## src/rtl/real_pair_feeder.sv

```systemverilog
`timescale 1ns/1ps
// real_pair_feeder
//   Sits in front of a registered 64-bit real adder. Pairs consecutive
//   words from an input stream into adder operands, follows each issued pair
//   through the adder with a tag pipeline, and collects the sums in a small
//   first-word fall-through FIFO. Issue is limited by credits, so a sum
//   never arrives at a full FIFO.
//
//   Ports
//     clk, reset          rising-edge clock, synchronous active-high reset
//     in_valid/in_ready   input word handshake, in_data carries the double
//     in_last             (REAL_PAIR_FLUSH_EN only) marks the final word
//     add_a1, add_a2      registered operands to the adder
//     add_c               adder result
//     out_valid/out_ready result handshake, out_data is the FIFO head
//     busy                held operand, sum in flight, or FIFO not empty
//
//   Build option: define REAL_PAIR_FLUSH_EN to add in_last and the PAD
//   state. A trailing odd word is then issued paired with +0.0.
//
//   state | meaning
//   EMPTY | no operand held, ready for the first word of a pair
//   HOLD  | first word held, the next accepted word issues the pair
//   PAD   | final odd word held, issues with +0.0 once credit allows

module real_pair_feeder #(
  parameter int WIDTH       = 64,
  parameter int ADD_LATENCY = 1,
  parameter int FIFO_DEPTH  = 4
) (
  input  logic             clk,
  input  logic             reset,
  input  logic             in_valid,
  output logic             in_ready,
  input  logic [WIDTH-1:0] in_data,
`ifdef REAL_PAIR_FLUSH_EN
  input  logic             in_last,
`endif
  output logic [WIDTH-1:0] add_a1,
  output logic [WIDTH-1:0] add_a2,
  input  logic [WIDTH-1:0] add_c,
  output logic             out_valid,
  input  logic             out_ready,
  output logic [WIDTH-1:0] out_data,
  output logic             busy
);

  localparam int AW = $clog2(FIFO_DEPTH);
  localparam int CW = AW + 1;
  localparam int TW = ADD_LATENCY + 1;

  typedef enum logic [1:0] {
    ST_EMPTY = 2'd0,
    ST_HOLD  = 2'd1
`ifdef REAL_PAIR_FLUSH_EN
    ,
    ST_PAD   = 2'd2
`endif
  } state_t;

  state_t           state_q, state_d;
  logic [WIDTH-1:0] hold_q, hold_d;
  logic [WIDTH-1:0] a1_q, a1_d;
  logic [WIDTH-1:0] a2_q, a2_d;
  logic [TW-1:0]    tag_q, tag_d;
  logic [WIDTH-1:0] mem_q [FIFO_DEPTH];
  logic [WIDTH-1:0] mem_d [FIFO_DEPTH];
  logic [AW-1:0]    wr_ptr_q, wr_ptr_d;
  logic [AW-1:0]    rd_ptr_q, rd_ptr_d;
  logic [CW-1:0]    count_q, count_d;

  logic             issue;
  logic             credit_ok;
  logic             push;
  logic             pop;
  logic [31:0]      inflight;

  // Credit counts FIFO entries plus every tag still in the pipe, all from
  // registered state, so a pop this cycle only frees a slot next cycle.
  always_comb begin
    inflight = 32'd0;
    for (int i = 0; i < TW; i++) begin
      inflight = inflight + 32'(tag_q[i]);
    end
    credit_ok = (32'(count_q) + inflight) < 32'(FIFO_DEPTH);
  end

  always_comb begin
    state_d  = state_q;
    hold_d   = hold_q;
    a1_d     = a1_q;
    a2_d     = a2_q;
    issue    = 1'b0;
    in_ready = 1'b0;
    case (state_q)
      ST_EMPTY: begin
        in_ready = 1'b1;
        if (in_valid) begin
          hold_d  = in_data;
          state_d = ST_HOLD;
`ifdef REAL_PAIR_FLUSH_EN
          if (in_last) state_d = ST_PAD;
`endif
        end
      end
      ST_HOLD: begin
        in_ready = credit_ok;
        if (in_valid && credit_ok) begin
          a1_d    = hold_q;
          a2_d    = in_data;
          issue   = 1'b1;
          state_d = ST_EMPTY;
        end
      end
`ifdef REAL_PAIR_FLUSH_EN
      ST_PAD: begin
        if (credit_ok) begin
          a1_d    = hold_q;
          a2_d    = '0;
          issue   = 1'b1;
          state_d = ST_EMPTY;
        end
      end
`endif
      default: state_d = ST_EMPTY;
    endcase
  end

  // The last tag stage lines up with the cycle add_c holds this pair's sum.
  assign push      = tag_q[TW-1];
  assign out_valid = (count_q != '0);
  assign pop       = out_valid && out_ready;

  always_comb begin
    tag_d    = {tag_q[TW-2:0], issue};
    mem_d    = mem_q;
    wr_ptr_d = wr_ptr_q;
    rd_ptr_d = rd_ptr_q;
    count_d  = count_q;
    if (push) begin
      mem_d[wr_ptr_q] = add_c;
      wr_ptr_d        = wr_ptr_q + AW'(1);
    end
    if (pop) begin
      rd_ptr_d = rd_ptr_q + AW'(1);
    end
    if (push && !pop) begin
      count_d = count_q + CW'(1);
    end else if (pop && !push) begin
      count_d = count_q - CW'(1);
    end
  end

  always_ff @(posedge clk) begin
    if (reset) begin
      state_q  <= ST_EMPTY;
      hold_q   <= '0;
      a1_q     <= '0;
      a2_q     <= '0;
      tag_q    <= '0;
      wr_ptr_q <= '0;
      rd_ptr_q <= '0;
      count_q  <= '0;
      for (int i = 0; i < FIFO_DEPTH; i++) begin
        mem_q[i] <= '0;
      end
    end else begin
      state_q  <= state_d;
      hold_q   <= hold_d;
      a1_q     <= a1_d;
      a2_q     <= a2_d;
      tag_q    <= tag_d;
      wr_ptr_q <= wr_ptr_d;
      rd_ptr_q <= rd_ptr_d;
      count_q  <= count_d;
      mem_q    <= mem_d;
    end
  end

  assign add_a1   = a1_q;
  assign add_a2   = a2_q;
  assign out_data = mem_q[rd_ptr_q];
  assign busy     = (state_q != ST_EMPTY) || (inflight != 32'd0) || out_valid;

  // Credits make this unreachable; firing means the credit count is broken.
  push_not_full: assert property (@(posedge clk) disable iff (reset)
    !(push && (count_q == CW'(FIFO_DEPTH))));

endmodule

```

## config.mk

```make
export PLATFORM = sky130hd
export DESIGN_NAME = real_pair_feeder
export DESIGN_NICKNAME = d
export VERILOG_FILES = /design/src/rtl/real_pair_feeder.sv
export SDC_FILE = /design/constraint.sdc
export NUM_CORES = 1
export LEC_CHECK = 0
export ABC_CLOCK_PERIOD_IN_PS = 2350
export CORE_ASPECT_RATIO = 1.25
export CORE_MARGIN = 2
export CORE_UTILIZATION = 50
export CTS_CLUSTER_SIZE = 12
export DETAILED_ROUTE_END_ITERATION = 7
export PLACE_DENSITY = 0.76
export RECOVER_POWER = 50
export SLEW_MARGIN = 20
export SYNTH_ARGS = -nofsm -noshare
export SYNTH_HDL_FRONTEND = slang
export SYNTH_SLANG_ARGS = --single-unit
```

## constraint.sdc

```tcl
create_clock -name clk -period 2.35 [get_ports clk]
set_clock_uncertainty 0.15 [all_clocks]
set_input_delay 0.47 -clock clk [delete_from_list [all_inputs] [get_ports clk]]
set_output_delay 0.47 -clock clk [all_outputs]
set_load 0.01 [all_outputs]
```

==> results of run 1 <==
[where the power goes]
| part | internal (mW) | switching (mW) | total, mW |
|---|---|---|---|
| Combinational | 2.50 | 1.76 | 4.26 |
| Clock | 3.92 | 2.88 | 6.80 |
| Sequential | 8.03 | 0.155 | 8.19 |
[state kept, by name (all words and copies together), names as in the netlist]
| name | cells |
|---|---|
| add_a1 | 64 |
| tag_q | 2 |
| count_q | 3 |
| wr_ptr_q | 2 |
| rd_ptr_q | 2 |
| hold_q | 64 |
| add_a2 | 64 |
| mem_q | 256 |
| state_q | 1 |
[area by class of cell]
cell class | instances | share of cell area [%]
flip-flops and latches | 458 | 37.0
multi-input cells | 1454 | 35.4
repair buffers | 432 | 19.5
clock buffers | 72 | 5.48
well taps | 486 | 2.45
inverters | 5 | 0.0958
clock inverters | 1 | 0.0353
diodes | 2 | 0.0202
[layout by cell type (no fill, tap or decap), types with 2 or more instances in the layout]
cell and count:
xor2_1 4, dfxtp_1 455, mux4_2 64, inv_4 2, clkbuf_1 17, nand2_1 640
buf_4 31, buf_6 75, clkbuf_16 47, and2_2 4, buf_8 10, inv_1 3
buf_12 45, clkbuf_8 9, nand2b_1 256, nand2_2 4, ha_1 5, dfxtp_2 2
mux2i_1 130, diode_2 2, nor2_1 8, buf_2 8, a21oi_1 321, ha_4 3
buf_16 3, clkdlybuf4s50_1 258
[worst max path at each step]
stage,from,slack (ns),cells after the start,endpoint
final,rd_ptr_q[0]$_SDFFE_PP0P_,-0.39,7,out_data[42]
after global routing,rd_ptr_q[0]$_SDFFE_PP0P_,-0.43,7,out_data[21]
after CTS,rd_ptr_q[0]$_SDFFE_PP0P_,-0.47,7,out_data[16]
after detailed placement,tag_q[1]$_SDFF_PP0_,-0.20,5,in_ready
after global placement,tag_q[0]$_SDFF_PP0_,-0.16,5,in_ready
after floorplan,count_q[0]$_SDFFE_PP0P_,0.23,7,count_q[2]$_SDFFE_PP0P_
[kinds of logic after synthesis]
| logic type | count (synthesis) | share of synthesized area, % |
|---|---|---|
| buffers and inverters | 166 | 4.48 |
| adders and majority gates | 9 | 0.642 |
| xor gates and xnor gates | 5 | 0.234 |
| DFF | 458 | 49.0 |
| AOI/OAI and AO/OA | 325 | 8.79 |
| muxes | 194 | 14.7 |
| and+or+nand+nor | 921 | 22.1 |
[worst register-to-register path, stage by stage (launching register included)]
cell and delay [ns]:
dfxtp_1 0.41, clkbuf_1 0.49, ha_1 0.27, inv_1 0.06
fa_1 0.38, xor2_1 0.16, or3_1 0.30, a21oi_1 0.14
[Yosys cell counts]
| cell | number |
|---|---|
| nor2b_1 | 1 |
| nor3_2 | 1 |
| buf_1 | 13 |
| o311ai_0 | 1 |
| buf_6 | 3 |
| and3_1 | 1 |
| xor2_1 | 4 |
| xnor2_1 | 1 |
| or3_1 | 2 |
| a311oi_2 | 1 |
| mux2i_1 | 130 |
| nand2b_1 | 258 |
| o31ai_1 | 1 |
| nor2_1 | 8 |
| o21ai_0 | 1 |
| and4b_1 | 1 |
| buf_4 | 4 |
| dfxtp_1 | 458 |
| mux4_2 | 64 |
| and2_1 | 4 |
| a21oi_1 | 321 |
| buf_8 | 11 |
| buf_2 | 43 |
| inv_1 | 5 |
| fa_1 | 1 |
| clkbuf_1 | 87 |
| or3b_2 | 1 |
| ha_1 | 8 |
| nand2_1 | 644 |
[metal layers]
metal,up-vias,share of wire [%]
met1,7408,39
li1,7458,-
met4,2,3.3
met3,107,8.0
met2,558,50
met5,-,0.021
[repair_timing]
item	in CTS	in global routing
cloned	5	0
buffers inserted	36	12
pin swaps	2	4
resized for setup	339	69
setup endpoints to repair	70	95
==> results.tsv, run 1 <==
metric	value	unit
drive_gt1_share	13.1	%
yosys_register_bits	458	
hold_depth	2	
cts-root-buf	clkbuf_16	
ir_drop	735	µV
grtUsageMet1	29.7	%
post-place-ws	-0.196	ns
hold_slack	0.154	ns
critPathBufInv	6	
synthCells	2078	
gp_congestion	0.837	
critPathKind	reg2out	
grt_pass1_vias	15519	
r2r_start	tag_q[1]$_SDFF_PP0_	
die-area	39000	µm²
fin_setup_tns	-17.70	ns
die_y	220	µm
cts_max_level	2	
final_cells	2910	
finalHoldViolCount	0	
finish.utilization	66.9	%
ys_seq_area_share	49.0	%
status	finished with violations	
cts_made_buffers	46	
dp.cells	2789	
start_util	50.4	%
ant_nets	0	
end_kind	output port	
synth.top_cells.by_area	dfxtp_1, nand2_1, nand2b_1	
hpwlAfterDp	31800	µm
min_to	tag_q[1]$_SDFF_PP0_	
report.final.setup_viol	81	
vias	15533	
synth_warnings	0	
cpPeakStageDelay	0.53	ns
finalWorstSetupSlack	-0.393	ns
grt_pass1_wl	80500	µm
die-width	177	µm
pin_count	327	
grt.total_usage	25.8	%
hp-class	in2reg	
max_cap_violations	0	
setup.reg_to_reg.worst_slack	-0.06	ns
rr_worst_depth	7	
yosys.area.top_type_share	49.0	%
finalPower	19.2	mW
critPathLaunchType	register	
grt_busiest_layer	met2	
synth_fp_nets	2219	
hold_buffers	0	
dr.pass1.iters	5	
insertion_delay	0.55	ns
nets	2538	
ys_types	29	
critPathMaxFanout	4	
design_area	24800	µm²
avgSynthCellArea	9.00	µm²
area.sequential	9180	µm²
grt_antenna_before_repair	2	
slew_headroom	58.4	%
fin_crit	2.74	ns
wirelength	51700	µm
tightest_slew	0.625	ns
rsz0062_at_grt	true	
yosysTopAreaCell	dfxtp_1	
path_clk_slew	0.06	ns
fill_cells	2860	
multi_input_area	8780	µm²
io_buffers	326	
required	1.73	ns
max_freq	365	MHz
arrival	2.12	ns
crit_chain	buf_12, buf_8, buf_12, buf_8, buf_6, mux4_2, buf_6	
grt_remaining_overflow	0	
p_per_area	776	nW/µm²
cts_buffer_depth	3	
p_leak	8.55	nW
netlist_area	18700	µm²
post-route-period-util	117	%
rows	79	
core	37100	µm²
slew_violations	0	
regToRegEndpoint	count_q[2]$_SDFFE_PP0P_	
min_from	reset	
met2_usage	46.1	%
drcViolationCount	0	
cts_tree	yes	
vias_per_cell	5.34	
use_met3	6.37	%
grt_start_max_net_pins	95	
post_dp_cell_area	22700	µm²
post_drt_wl_per_cell	17.8	µm
crit_path_top_delay_cell	mux4_2	
cpLargestDelayFamily	buffers and inverters	
drt-initial-drc-count	948	
violations	negative setup slack	
area_delta_synth_final	32.7	%
cts.sinks	458	
Note: power is estimated with default switching activity, not from simulation.
==> inputs of run 2 (changes only) <==
Settings changed: ABC_CLOCK_PERIOD_IN_PS 2350 to 2750, SKIP_LAST_GASP set to 1.
Clock period 2.35 ns to 2.75 ns, I/O delays scaled along.
==> run 2 against run 1 <==
Net effect: die area stayed put; setup slack gained 0.36 ns; sequential share of layout area increased by 1.4 points; final cell count shrank 1.4%; wire length is 1.4% lower; the flow finishes with violations (max-capacitance violations, max-slew violations, negative setup slack); largest cell class unchanged; combinational power shrank 28%.
==> results.tsv, run 2 (same netlist as run 1, synthesis figures left out) <==
metric	value	unit
ir_drop	624	µV
cts_made_buffers	47	
io_buffers	326	
die_y	220	µm
use_met3	6.84	%
rows	79	
report.final.setup_viol	12	
drt-initial-drc-count	1131	
hold_buffers	0	
cts-root-buf	clkbuf_16	
dp.cells	2765	
grt.total_usage	25.4	%
required	2.05	ns
max_freq	360	MHz
min_from	reset	
cts_buffer_depth	3	
post-place-ws	0.0887	ns
crit_chain	buf_8, bufbuf_16, mux4_2, buf_2	
arrival	2.08	ns
slew_headroom	-11.2	%
tightest_slew	1.67	ns
fin_crit	2.78	ns
layout_common_cells	nand2_1, dfxtp_1, a21oi_1	
slew_violations	132	
regToRegEndpoint	mem_q[238]$_SDFFE_PP0P_	
rsz0062_at_grt	true	
min_to	hold_q[61]$_SDFFE_PP0P_	
r2r_start	wr_ptr_q[0]$_SDFFE_PP0P_	
insertion_delay	0.55	ns
vias_per_cell	5.34	
vias	15312	
largest_register_ffs	256	
cpLargestDelayFamily	buffers and inverters	
final_cells	2868	
p_leak	8.19	nW
post-route-period-util	101	%
final_common_cell	nand2_1	
nets	2496	
grt_pass1_vias	15085	
path_clk_slew	0.06	ns
setup.reg_to_reg.worst_slack	0.13	ns
cts_max_level	2	
start_util	50.4	%
grt_busiest_layer	met2	
rr_worst_depth	6	
cpPeakStageDelay	0.50	ns
wirelength	51000	µm
grt_remaining_overflow	0	
crit_path_top_delay_cell	mux4_2	
grtUsageMet1	29.9	%
largest_register	mem_q	
p_per_area	671	nW/µm²
fill_cells	3006	
gp_congestion	0.803	
grt_antenna_before_repair	4	
critPathBufInv	3	
finalWorstSetupSlack	-0.0282	ns
max_cap_violations	2	
area_delta_synth_final	27.8	%
critPathLaunchType	register	
cts.sinks	458	
pin_count	327	
violations	max-capacitance violations, max-slew violations, negative setup slack	
die-width	177	µm
met2_usage	44.1	%
drcViolationCount	0	
hp-class	in2reg	
end_kind	output port	
status	finished with violations	
dr.pass1.iters	7	
critPathMaxFanout	5	
hold_depth	2	
critPathKind	reg2out	
finalHoldViolCount	0	
grt_start_max_net_pins	130	
post_drt_wl_per_cell	17.8	µm
grt_pass1_wl	79000	µm
cts_tree	yes	
drive_gt1_share	10.6	%
core	37100	µm²
hpwlAfterDp	31500	µm
die-area	39000	µm²
ant_nets	0	
run 2: timing repair:
| action | 4_1_cts | 5_1_grt |
|---|---|---|
| resized for setup | 234 | 43 |
| setup endpoints to repair | 66 | 35 |
| pin swaps | 1 | 1 |
| cloned | 5 | 1 |
| buffers inserted | 18 | 4 |
| endpoints found under the hold margin | 0 | 0 |
run 2: layout make-up:
class / count / area [µm²] / area share (%)
multi-input combinational: 1454 / 8730 / 36.5
inverter: 5 / 18.8 / 0.0786
tap: 486 / 608 / 2.55
timing repair buffer: 389 / 3970 / 16.6
clock inverter: 5 / 61.3 / 0.257
sequential: 458 / 9170 / 38.4
antenna: 2 / 5.00 / 0.0209
clock buffer: 69 / 1330 / 5.56
run 2: worst max path at each step:
stage                                        start                       to  slack (ns)  cells after the start
after detailed placement       tag_q[0]$_SDFF_PP0_                 in_ready        0.09                      5
after floorplan            count_q[0]$_SDFFE_PP0P_  count_q[2]$_SDFFE_PP0P_        0.63                      7
after global placement         tag_q[0]$_SDFF_PP0_                 in_ready        0.13                      5
after CTS                 rd_ptr_q[0]$_SDFFE_PP0P_              out_data[7]       -0.08                      6
final                     rd_ptr_q[0]$_SDFFE_PP0P_             out_data[57]       -0.03                      4
after global routing      rd_ptr_q[0]$_SDFFE_PP0P_             out_data[57]       -0.06                      4
run 2: layer usage:
metal  share of wire (%)  vias up
met5               0.043        -
met1                  39     7282
met3                 8.4      102
met2                  49      568
li1                    -     7356
met4                 3.1        4
run 2: power breakdown:
group / internal [mW] / total (mW) / switching (mW)
clock network: 3.41 / 5.95 / 2.54
registers: 6.86 / 7.00 / 0.144
logic: 1.70 / 3.07 / 1.37
run 2: per-stage QoR:
step,total power [mW],utilization (%),instance area (µm²),hold slack (ns),TNS [ns]
after CTS,16.0,64.5,23900,0.225,-0.438
after detailed placement,9.54,60.2,22300,0.294,0
after global placement,9.50,60.2,22300,0.288,0
after floorplan,8.56,-,18700,0.283,0
final,16.0,64.5,23900,0.233,-0.174
after global routing,16.6,64.4,23900,0.253,-1.06
